`src/rtl/tmds_pkg.sv`:
```
// tmds_pkg: shared types, codewords and helpers for the multi-lane TMDS encoder.
// The TERC4 table is only referenced when TMDS_ENC_TERC4_EN is defined.
package tmds_pkg;

   typedef enum logic [1:0] {
      MODE_CTRL   = 2'b00,
      MODE_VIDEO  = 2'b01,
      MODE_ISLAND = 2'b10,
      MODE_GUARD  = 2'b11
   } tmds_mode_e;

   localparam logic [9:0] CTRL_CODE_00 = 10'b1101010100;
   localparam logic [9:0] CTRL_CODE_01 = 10'b0010101011;
   localparam logic [9:0] CTRL_CODE_10 = 10'b0101010100;
   localparam logic [9:0] CTRL_CODE_11 = 10'b1010101011;

   // Guard band: GUARD_CODE_B on lanes with index mod 3 == 1, GUARD_CODE_A elsewhere.
   localparam logic [9:0] GUARD_CODE_A = 10'b1011001100;
   localparam logic [9:0] GUARD_CODE_B = 10'b0100110011;

   function automatic logic [9:0] ctrl_code(input logic [1:0] c);
      logic [9:0] code;
      case (c)
         2'b00:   code = CTRL_CODE_00;
         2'b01:   code = CTRL_CODE_01;
         2'b10:   code = CTRL_CODE_10;
         2'b11:   code = CTRL_CODE_11;
         default: code = CTRL_CODE_00;
      endcase
      return code;
   endfunction

   function automatic logic [9:0] terc4_code(input logic [3:0] nib);
      logic [9:0] code;
      case (nib)
         4'h0:    code = 10'b1010011100;
         4'h1:    code = 10'b1001100011;
         4'h2:    code = 10'b1011100100;
         4'h3:    code = 10'b1011100010;
         4'h4:    code = 10'b0101110001;
         4'h5:    code = 10'b0100011110;
         4'h6:    code = 10'b0110001110;
         4'h7:    code = 10'b0100111100;
         4'h8:    code = 10'b1011001100;
         4'h9:    code = 10'b0100111001;
         4'hA:    code = 10'b0110011100;
         4'hB:    code = 10'b1011000110;
         4'hC:    code = 10'b1010001110;
         4'hD:    code = 10'b1001110001;
         4'hE:    code = 10'b0101100011;
         4'hF:    code = 10'b1011000011;
         default: code = 10'b1010011100;
      endcase
      return code;
   endfunction

   function automatic logic [3:0] popcount8(input logic [7:0] d);
      logic [3:0] n;
      n = 4'd0;
      for (int i = 0; i < 8; i++) begin
         n = n + {3'b000, d[i]};
      end
      return n;
   endfunction

endpackage

```
`src/rtl/tmds_lane_enc.sv`:
```
// tmds_lane_enc: stages 2 and 3 of one TMDS lane plus its running-disparity counter.
// Optional feature macro: TMDS_ENC_TERC4_EN (adds the TERC4 nibble register and lookup).
module tmds_lane_enc
   import tmds_pkg::*;
#(
   parameter int         CNT_W      = 6,
   parameter logic [9:0] GUARD_CODE = GUARD_CODE_A
) (
   input  logic       clock,
   input  logic       reset_n,
   input  logic       ce,
   input  tmds_mode_e mode,
   input  logic [7:0] data,
   input  logic [1:0] ctrl,
   output logic [9:0] tmds
);

   localparam logic signed [CNT_W-1:0] CNT_ZERO = {CNT_W{1'b0}};
   localparam logic signed [CNT_W-1:0] CNT_TWO  = {{(CNT_W-2){1'b0}}, 2'd2};
   localparam logic signed [CNT_W-1:0] CNT_FOUR = {{(CNT_W-3){1'b0}}, 3'd4};

   logic [3:0]              n1_s;
   logic                    use_xnor_s;
   logic                    chain_s;
   logic [8:0]              q_m_s;
   logic [8:0]              q_m_r;
   tmds_mode_e              mode_r;
   logic [1:0]              ctrl_r;
`ifdef TMDS_ENC_TERC4_EN
   logic [3:0]              nib_r;
`endif
   logic [3:0]              n1q_s;
   logic signed [CNT_W-1:0] diff_s;
   logic signed [CNT_W-1:0] two_diff_s;
   logic signed [CNT_W-1:0] cnt_next_s;
   logic signed [CNT_W-1:0] cnt_r;
   logic [9:0]              tmds_next_s;
   logic [9:0]              tmds_r;

   // Transition-minimising stage: pick XOR or XNOR chain from the data popcount.
   always_comb begin
      n1_s       = popcount8(data);
      use_xnor_s = (n1_s > 4'd4) || ((n1_s == 4'd4) && (data[0] == 1'b0));
      q_m_s      = 9'b0;
      chain_s    = data[0];
      q_m_s[0]   = chain_s;
      for (int i = 1; i < 8; i++) begin
         if (use_xnor_s) begin
            chain_s = ~(chain_s ^ data[i]);
         end else begin
            chain_s = chain_s ^ data[i];
         end
         q_m_s[i] = chain_s;
      end
      q_m_s[8] = ~use_xnor_s;
   end

   // Stage-2 pipeline register: q_m plus the side information stage 3 needs.
   always_ff @(posedge clock) begin
      if (!reset_n) begin
         q_m_r  <= 9'b0;
         mode_r <= MODE_CTRL;
         ctrl_r <= 2'b00;
`ifdef TMDS_ENC_TERC4_EN
         nib_r  <= 4'h0;
`endif
      end else if (ce) begin
         q_m_r  <= q_m_s;
         mode_r <= mode;
         ctrl_r <= ctrl;
`ifdef TMDS_ENC_TERC4_EN
         nib_r  <= data[3:0];
`endif
      end
   end

   // DC-balancing and codeword selection; any non-video pixel restarts disparity at zero.
   always_comb begin
      n1q_s       = popcount8(q_m_r[7:0]);
      diff_s      = {{(CNT_W-4){1'b0}}, n1q_s} - CNT_FOUR;
      two_diff_s  = diff_s + diff_s;
      cnt_next_s  = CNT_ZERO;
      tmds_next_s = ctrl_code(ctrl_r);
      case (mode_r)
         MODE_VIDEO: begin
            if ((cnt_r == CNT_ZERO) || (n1q_s == 4'd4)) begin
               tmds_next_s = {~q_m_r[8], q_m_r[8], q_m_r[8] ? q_m_r[7:0] : ~q_m_r[7:0]};
               cnt_next_s  = cnt_r + (q_m_r[8] ? two_diff_s : -two_diff_s);
            end else if (((cnt_r > CNT_ZERO) && (n1q_s > 4'd4)) ||
                         ((cnt_r < CNT_ZERO) && (n1q_s < 4'd4))) begin
               tmds_next_s = {1'b1, q_m_r[8], ~q_m_r[7:0]};
               cnt_next_s  = cnt_r + (q_m_r[8] ? CNT_TWO : CNT_ZERO) - two_diff_s;
            end else begin
               tmds_next_s = {1'b0, q_m_r[8], q_m_r[7:0]};
               cnt_next_s  = cnt_r + two_diff_s - (q_m_r[8] ? CNT_ZERO : CNT_TWO);
            end
         end
         MODE_GUARD: begin
            tmds_next_s = GUARD_CODE;
         end
`ifdef TMDS_ENC_TERC4_EN
         MODE_ISLAND: begin
            tmds_next_s = terc4_code(nib_r);
         end
`endif
         MODE_CTRL: begin
            tmds_next_s = ctrl_code(ctrl_r);
         end
         default: begin
            tmds_next_s = ctrl_code(ctrl_r);
         end
      endcase
   end

   // Stage-3 register: output codeword and running disparity.
   always_ff @(posedge clock) begin
      if (!reset_n) begin
         tmds_r <= 10'b0;
         cnt_r  <= CNT_ZERO;
      end else if (ce) begin
         tmds_r <= tmds_next_s;
         cnt_r  <= cnt_next_s;
      end
   end

   assign tmds = tmds_r;

endmodule

```
`src/rtl/tmds_enc_multi.sv`:
```
// tmds_enc_multi: NUM_CH-lane TMDS encoder, 3-stage pipeline, shared mode select.
// Optional feature macro: TMDS_ENC_TERC4_EN (mode 10 emits TERC4 instead of control codes).
module tmds_enc_multi
   import tmds_pkg::*;
#(
   parameter int NUM_CH = 3,
   parameter int CNT_W  = 6
) (
   input  logic                   clock,
   input  logic                   reset_n,
   input  logic                   ce,
   input  logic [1:0]             mode,
   input  logic [8*NUM_CH-1:0]    data,
   input  logic [2*NUM_CH-1:0]    ctrl,
   output logic [10*NUM_CH-1:0]   tmds
);

   tmds_mode_e          mode_r;
   logic [8*NUM_CH-1:0] data_r;
   logic [2*NUM_CH-1:0] ctrl_r;

   // Stage-1 input register shared by all lanes.
   always_ff @(posedge clock) begin
      if (!reset_n) begin
         mode_r <= MODE_CTRL;
         data_r <= {(8*NUM_CH){1'b0}};
         ctrl_r <= {(2*NUM_CH){1'b0}};
      end else if (ce) begin
         mode_r <= tmds_mode_e'(mode);
         data_r <= data;
         ctrl_r <= ctrl;
      end
   end

   for (genvar g = 0; g < NUM_CH; g++) begin : g_lane
      localparam logic [9:0] LANE_GUARD = ((g % 32'sd3) == 32'sd1) ? GUARD_CODE_B : GUARD_CODE_A;

      tmds_lane_enc #(
         .CNT_W      (CNT_W),
         .GUARD_CODE (LANE_GUARD)
      ) u_lane (
         .clock   (clock),
         .reset_n (reset_n),
         .ce      (ce),
         .mode    (mode_r),
         .data    (data_r[8*g +: 8]),
         .ctrl    (ctrl_r[2*g +: 2]),
         .tmds    (tmds[10*g +: 10])
      );
   end

endmodule
```
`config.mk`:
```
export PLATFORM = sky130hd
export DESIGN_NAME = tmds_enc_multi
export DESIGN_NICKNAME = d
export VERILOG_FILES = /design/src/rtl/tmds_pkg.sv /design/src/rtl/tmds_lane_enc.sv /design/src/rtl/tmds_enc_multi.sv
export SDC_FILE = /design/constraint.sdc
export NUM_CORES = 1
export LEC_CHECK = 0
export CORE_UTILIZATION = 60
export DETAILED_ROUTE_END_ITERATION = 7
export PLACE_DENSITY = 0.82
export SLEW_MARGIN = 5
export SYNTH_ARGS = -nofsm -noshare
export SYNTH_HDL_FRONTEND = slang
export SYNTH_SLANG_ARGS = --single-unit
```
`constraint.sdc`:
```
create_clock -name clock -period 5.4 [get_ports clock]
set_clock_uncertainty 0.2 [all_clocks]
set_input_delay 0.81 -clock clock [delete_from_list [all_inputs] [get_ports clock]]
set_output_delay 0.81 -clock clock [all_outputs]
set_load 0.02 [all_outputs]
```
Word-level counts from Yosys, hierarchy flattened
Cells that the tools add are included.

Flip-flop bits (word level): 115. Bits of input ports: 35. Output and inout port bits: 30.

Add/sub/neg operators: 66. $lt $le $gt $ge: 15. Equal/unequal tests: 17. Mux-type cells: 54. Bitwise gates (word level): 54. Reduce and logical (&&, ||, !) cells: 24.

Operator list (number): adder 4 x 1 -> 4 bit (36); one-hot mux 10 bit (4 select lines) (3); adder 6 bit (12); two-way mux 6 bit (12); two-way mux 10 bit (6); one-hot mux 10 bit (2 select lines) (3); subtractor 6 bit (6); inverter 1 bit (30); equality test 4 x 3 -> 1 bit (second input constant) (6); > comparator 4 x 3 -> 1 bit (second input constant) (6); two-way mux 8 bit (3); inverter 8 bit (3); two-way mux 1 bit (21); XOR 1 bit (21); > comparator 6 x 1 -> 1 bit (second input constant) (3); zero test 6 bit (3); < comparator 6 x 1 -> 1 bit (second input constant) (3); negation 6 bit (3); subtractor 4 x 3 -> 5 bit (second input constant) (3); equality test 2 bit (second input constant) (7); adder 1 x 1 -> 2 bit (6); < comparator 4 x 3 -> 1 bit (second input constant) (3); two-way mux 2 bit (6); logical AND 1 bit (9); 3 further kinds (16).

Longest topological paths before layout
Depth after elaboration: 29. Mapped depth: 18. Gate-level depth less buffers: 18.

By module
A second synthesis with hierarchy kept.

Cells, all modules: 963. Area total of the unflattened synthesis: 8907.3 um2.

Modules (own cells, without submodules): tmds_lane_enc at g_lane[1].u_lane (instances 1, cells an instance 289, area an instance 2620.0 um2); tmds_lane_enc at g_lane[0].u_lane (instances 1, cells an instance 291, area an instance 2563.7 um2); tmds_lane_enc at g_lane[2].u_lane (instances 1, cells an instance 280, area an instance 2479.9 um2); tmds_enc_multi (instances 1, cells an instance 103, area an instance 1243.7 um2).

Worst setup path before layout
OpenSTA, ideal clock, no wires.

Path type: reg2reg. From: register g_lane[2].u_lane.q_m_r[0]. To: register g_lane[2].u_lane.cnt_r[5]. Library setup time: 123 ps. Arrival time: 4527 ps. Data required time: 5077 ps. Path slack: 551 ps. Stages on the path, launching flop included: 18. Path buffers: 0. Period minus slack after synthesis: 4849 ps. Cells stage by stage: dfxtp_1 > ha_1 > inv_1 > fa_1 > fa_1 > fa_1 > fa_1 > xnor2_1 > ha_1 > inv_1 > ha_1 > inv_1 > ha_1 > a21oi_1 > xnor2_1 > mux2i_1 > a221oi_1 > nor2_1.

Cells in the longest elaborated chain, start to end: 14. Elaborated cells between the ends (all ways): 25. Those cells by class: add/sub: 14; order compare: 2; eq/ne: 1; mux: 4; reduce/logical: 4.

RTL lines: from (decl) (RTL line tmds_lane_enc.sv:26) `logic [8:0] q_m_r;`; from (signal assigned) (RTL line tmds_lane_enc.sv:68) `q_m_r <= q_m_s;`; adder 1 x 1 -> 2 bit * (RTL line tmds_pkg.sv:61) `n = n + {3'b000, d[i]};`; adder 4 x 1 -> 4 bit * (6 in a row) (RTL line tmds_pkg.sv:61); subtractor 4 x 3 -> 5 bit (RTL line tmds_lane_enc.sv:80) `diff_s = {{(CNT_W-4){1'b0}}, n1q_s} - CNT_FOUR;`; adder 6 bit (RTL line tmds_lane_enc.sv:81) `two_diff_s = diff_s + diff_s;`; adder 6 bit or negation 6 bit (tied branches) (RTL line tmds_lane_enc.sv:95, tmds_lane_enc.sv:88); subtractor 6 bit or two-way mux 6 bit (tied branches) (RTL line tmds_lane_enc.sv:95, tmds_lane_enc.sv:88); two-way mux 6 bit or adder 6 bit (tied branches) (RTL line tmds_lane_enc.sv:89, tmds_lane_enc.sv:88); two-way mux 6 bit * (RTL line tmds_lane_enc.sv:86) `if ((cnt_r == CNT_ZERO) || (n1q_s == 4'd4)) begin`; two-way mux 6 bit * (RTL line tmds_lane_enc.sv:84) `case (mode_r)`; to (signal assigned) (RTL line tmds_lane_enc.sv:122) `cnt_r <= cnt_next_s;`; to (decl) (RTL line tmds_lane_enc.sv:36) `logic signed [CNT_W-1:0] cnt_r;`.

Mark *: on every way between the ends. The rest lies on a longest branch, timed or not. A chain may end at the register's enable or synchronous reset.

Worst setup path after layout
From: register g_lane[0].u_lane.q_m_r[0]. To: register g_lane[0].u_lane.cnt_r[5].

Cells in the longest elaborated chain, start to end: 14. Elaborated cells between the ends (all ways): 25. Those cells by class: add/sub: 14; order compare: 2; eq/ne: 1; mux: 4; reduce/logical: 4.

RTL lines (RTL line): from (decl) (tmds_lane_enc.sv:26); from (signal assigned) (tmds_lane_enc.sv:68); adder 1 x 1 -> 2 bit * (tmds_pkg.sv:61); adder 4 x 1 -> 4 bit * (6 in a row) (tmds_pkg.sv:61); subtractor 4 x 3 -> 5 bit (tmds_lane_enc.sv:80); adder 6 bit (tmds_lane_enc.sv:81); adder 6 bit or negation 6 bit (tied branches) (tmds_lane_enc.sv:95, tmds_lane_enc.sv:88); subtractor 6 bit or two-way mux 6 bit (tied branches) (tmds_lane_enc.sv:95, tmds_lane_enc.sv:88); two-way mux 6 bit or adder 6 bit (tied branches) (tmds_lane_enc.sv:89, tmds_lane_enc.sv:88); two-way mux 6 bit * (tmds_lane_enc.sv:86); two-way mux 6 bit * (tmds_lane_enc.sv:84); to (signal assigned) (tmds_lane_enc.sv:122); to (decl) (tmds_lane_enc.sv:36).

Marked as above.

==> run_results.csv <==
group,metric,value,unit
outcome,status,"complete, no violations",
cells_and_area,final_common_cell,"inv_1",
setup_path,endpoint_kind,"flip-flop",
logic_synthesis,synth_edf_count,0,
sta,tightest_slew,0.9783,ns
logic_synthesis,seq_area_frac_synth,26.71,%
floorplan,die-area,14470,µm²
logic_synthesis,synth.top_cells.by_area,"dfxtp_1 27%, ha_1 14%, fa_1 9.3%",
min_path,worstHoldStart,"g_lane[2].u_lane.tmds[5]$_SDFFE_PN0P_",
detailed_routing,via_per_inst,5.412,
sta,final-hold-violation-count,0,
cts,cts.sinks,112,
global_routing,grt_pass1_vias,6016,
sta,drv_slew,0,
detailed_routing,via_count,6213,
logic_synthesis,synth_ff_type,"dfxtp_1",
floorplan,die_x,120.3,µm
sta,layout_setup_ws,0.2824,ns
min_path,min_path_type,"flip-flop to flip-flop",
global_routing,grt_max_degree,63,
setup_path,r2r.worst_path.cells,16,
setup_path,cp_max_fo,5,
cells_and_area,antenna_cells,0,
sta,setup_viol,0,
setup_path,path_class,"flip-flop to flip-flop",
min_path,hold_path_depth,2,
placed_design,dp_slack,0.2859,ns
cts,root_buffer,"clkbuf_16",
cts,cts_tree,"yes",
floorplan,ioPinCount,65,
setup_path,cp.required,5.44,ns
global_routing,use_met2,39.30,%
cts,cts.path.max_buffers,2,
detailed_routing,drt_iter0_drc,514,
cells_and_area,design_area,9503,µm²
flow_run,cap_violations,0,
placed_design,portBuffers,64,
cells_and_area,final_cells,1148,
setup_path,timing.rr.start,"g_lane[0].u_lane.q_m_r[0]$_SDFFE_PN0P_",
power_and_ir_drop,power_density,356.9,nW/µm²
sta,finalCriticalPeriod,5.118,ns
logic_synthesis,syn_area,8394,µm²
sta,relSlewSlack,34.65,%
detailed_routing,drt-total-wl,16760,µm
sta,timing.final.crit_share,94.77,%
cells_and_area,layout.area.seq,2242,µm²
cells_and_area,multi_input_area,5560,µm²
cts,clk_latency,0.36,ns
logic_synthesis,synth.avg_cell_area,9.154,µm²
placed_design,hpwl,12680,µm
cells_and_area,layout_common_cells,"120 x inv_1, 112 x dfxtp_1, 93 x ha_1, 82 x xnor2_1, 70 x nor2b_1",
placed_design,gp_congestion,0.8356,
power_and_ir_drop,leakage,0.004378,µW
floorplan,core,13450,µm²
setup_path,rrSetupSlack,0.28,ns
global_routing,grt_pass1_wl,28480,µm
detailed_routing,wire_per_inst,14.59,µm
global_routing,grt_use_met1,34.07,%
sta,fmax,0.1954,GHz
logic_synthesis,synthDistinctLibCells,46,
sta,rsz0062_at_grt,"no",
detailed_routing,antenna_left,0,
global_routing,grt_usage,24.49,%
floorplan,die_h,120.3,µm
global_routing,grt.met3_usage,4.387,%
setup_path,worstPathArrival,5.16,ns
floorplan,initial_utilization,62.40,%
logic_synthesis,yosys.area.top_type,"dfxtp_1",
setup_path,r2r_end,"g_lane[0].u_lane.cnt_r[5]$_SDFFE_PN0P_",
cts,numCtsBuffers,9,
min_path,holdPathEnd,"g_lane[2].u_lane.tmds[5]$_SDFFE_PN0P_",
cells_and_area,fillers,1056,
cells_and_area,drive_gt1_share,4.527,%
cells_and_area,area_delta_synth_final,13.21,%
logic_synthesis,postSynth.asyncResetShare,0,%
logic_synthesis,synth_top_area_share,26.71,%
cells_and_area,fin_nets,1135,
logic_synthesis,syn_nets,1084,
power_and_ir_drop,ir_drop,0.0002336,V
logic_synthesis,syn_inst,917,
placed_design,placement.cell_area,9176,µm²
global_routing,grt.overflow.total,0,
detailed_routing,firstDrtPassIters,5,
logic_synthesis,yosysWarnings,0,
logic_synthesis,ys_seq_elements,112,
cts,cts_max_level,3,
placed_design,place_inst,1132,
sta,tns,0,ns
global_routing,grt_busiest_layer,"met2",
global_routing,antenna_found_initial,0,
floorplan,num_rows,42,
setup_path,cp-start-kind,"flip-flop",
cts,clk_pin_slew_worst_paths,0.08,ns
detailed_routing,drcViolationCount,0,
-- cell usage after synthesis, drive strengths merged, types with 4 or more instances --
cell type,instances
a31oi,5
mux2i,68
a21o,19
ha,93
inv,121
a21oi,51
nand2,33
dfxtp,112
xor2,18
o21ai,61
o21a,7
clkbuf,31
xnor2,83
o31ai,6
a22o,9
nor3b,4
nor2,39
nor2b,70
fa,39
buf,5
-- per-stage QoR --
stage / hold WS [ns] / total power (µW) / util [%]
floorplan: 0.2824 / 2299 / -
global placement: 0.2733 / 2649 / 68.21
detailed placement: 0.2705 / 2699 / 68.21
CTS: 0.2806 / 3402 / 70.46
global route: 0.3202 / 3688 / 70.64
finish: 0.2804 / 3392 / 70.64
-- cells by family after synthesis --
kind of cell,after synthesis,share of synthesized area [%]
flip-flops,112,26.71
AND/OR/NAND/NOR,158,9.733
multiplexers,71,8.556
adder cells (fa/ha/maj),132,23.16
buffers and inverters,157,7.244
XOR/XNOR,101,10.54
AO/OA/AOI/OAI,186,14.06
-- state kept, by name, summed over array words and instances, names as in the netlist --
register,flops
g_lane.u_lane.tmds,30
g_lane.u_lane.q_m_r,27
data_r,24
g_lane.u_lane.cnt_r,15
ctrl_r,6
g_lane.u_lane.ctrl_r,6
g_lane.u_lane.mode_r,2
mode_r,2
-- worst max-delay path: stages, from the launching register on --
cell      delay, ns
dfxtp_1        0.34
ha_1           0.28
inv_1          0.05
fa_1           0.50
fa_1           0.52
fa_1           0.49
fa_1           0.61
ha_1           0.26
nand2_1        0.06
o21ai_0        0.15
fa_1           0.46
a21o_1         0.17
a21oi_1        0.18
xnor2_1        0.11
a221o_1        0.27
a221oi_1       0.26
nor2_1         0.08
-- how the worst max path moves through the flow --
stage | start | to | slack [ns] | cells after the start
6_report | g_lane[0].u_lane.q_m_r[0]$_SDFFE_PN0P_ | g_lane[0].u_lane.cnt_r[5]$_SDFFE_PN0P_ | 0.28 | 16
5_1_grt | g_lane[2].u_lane.q_m_r[0]$_SDFFE_PN0P_ | g_lane[2].u_lane.cnt_r[5]$_SDFFE_PN0P_ | 0.007 | 16
4_1_cts | g_lane[1].u_lane.q_m_r[0]$_SDFFE_PN0P_ | g_lane[1].u_lane.cnt_r[5]$_SDFFE_PN0P_ | 0.26 | 16
3_5_place_dp | g_lane[1].u_lane.q_m_r[0]$_SDFFE_PN0P_ | g_lane[1].u_lane.cnt_r[5]$_SDFFE_PN0P_ | 0.29 | 16
3_3_place_gp | g_lane[2].u_lane.q_m_r[0]$_SDFFE_PN0P_ | g_lane[2].u_lane.cnt_r[5]$_SDFFE_PN0P_ | 0.43 | 16
2_1_floorplan | g_lane[2].u_lane.q_m_r[0]$_SDFFE_PN0P_ | g_lane[2].u_lane.cnt_r[5]$_SDFFE_PN0P_ | 0.55 | 17
-- metal layers --
metal	vias up	part of all wire (%)	wire length (µm)
met5	-	0	0
met4	0	1.3	218
met3	16	3.6	596
met2	125	46	7752
met1	2935	49	8187
li1	3137	-	-
-- power breakdown --
group	total [µW]	switching, µW	leakage (µW)	internal [µW]
clock	690	314	0.000151	376
combinational	1750	937	0.00331	817
sequential	948	61.6	0.000921	886
-- repair_timing --
| action | CTS | global route |
|---|---|---|
| endpoints found under the setup margin | 0 | 1 |
| hold buffers | 0 | 0 |
| setup buffers | 0 | 1 |
| resized for setup | 0 | 3 |
-- area by class of cell --
| type | count | share of cell area (%) |
|---|---|---|
| Multi-Input combinational cell | 648 | 58.51 |
| Sequential cell | 112 | 23.59 |
| Timing Repair Buffer | 76 | 7.610 |
| Inverter | 121 | 4.779 |
| Clock buffer | 10 | 2.515 |
| Tap cell | 176 | 2.317 |
| Clock inverter | 5 | 0.6715 |
(Power assumes the default switching activity.)
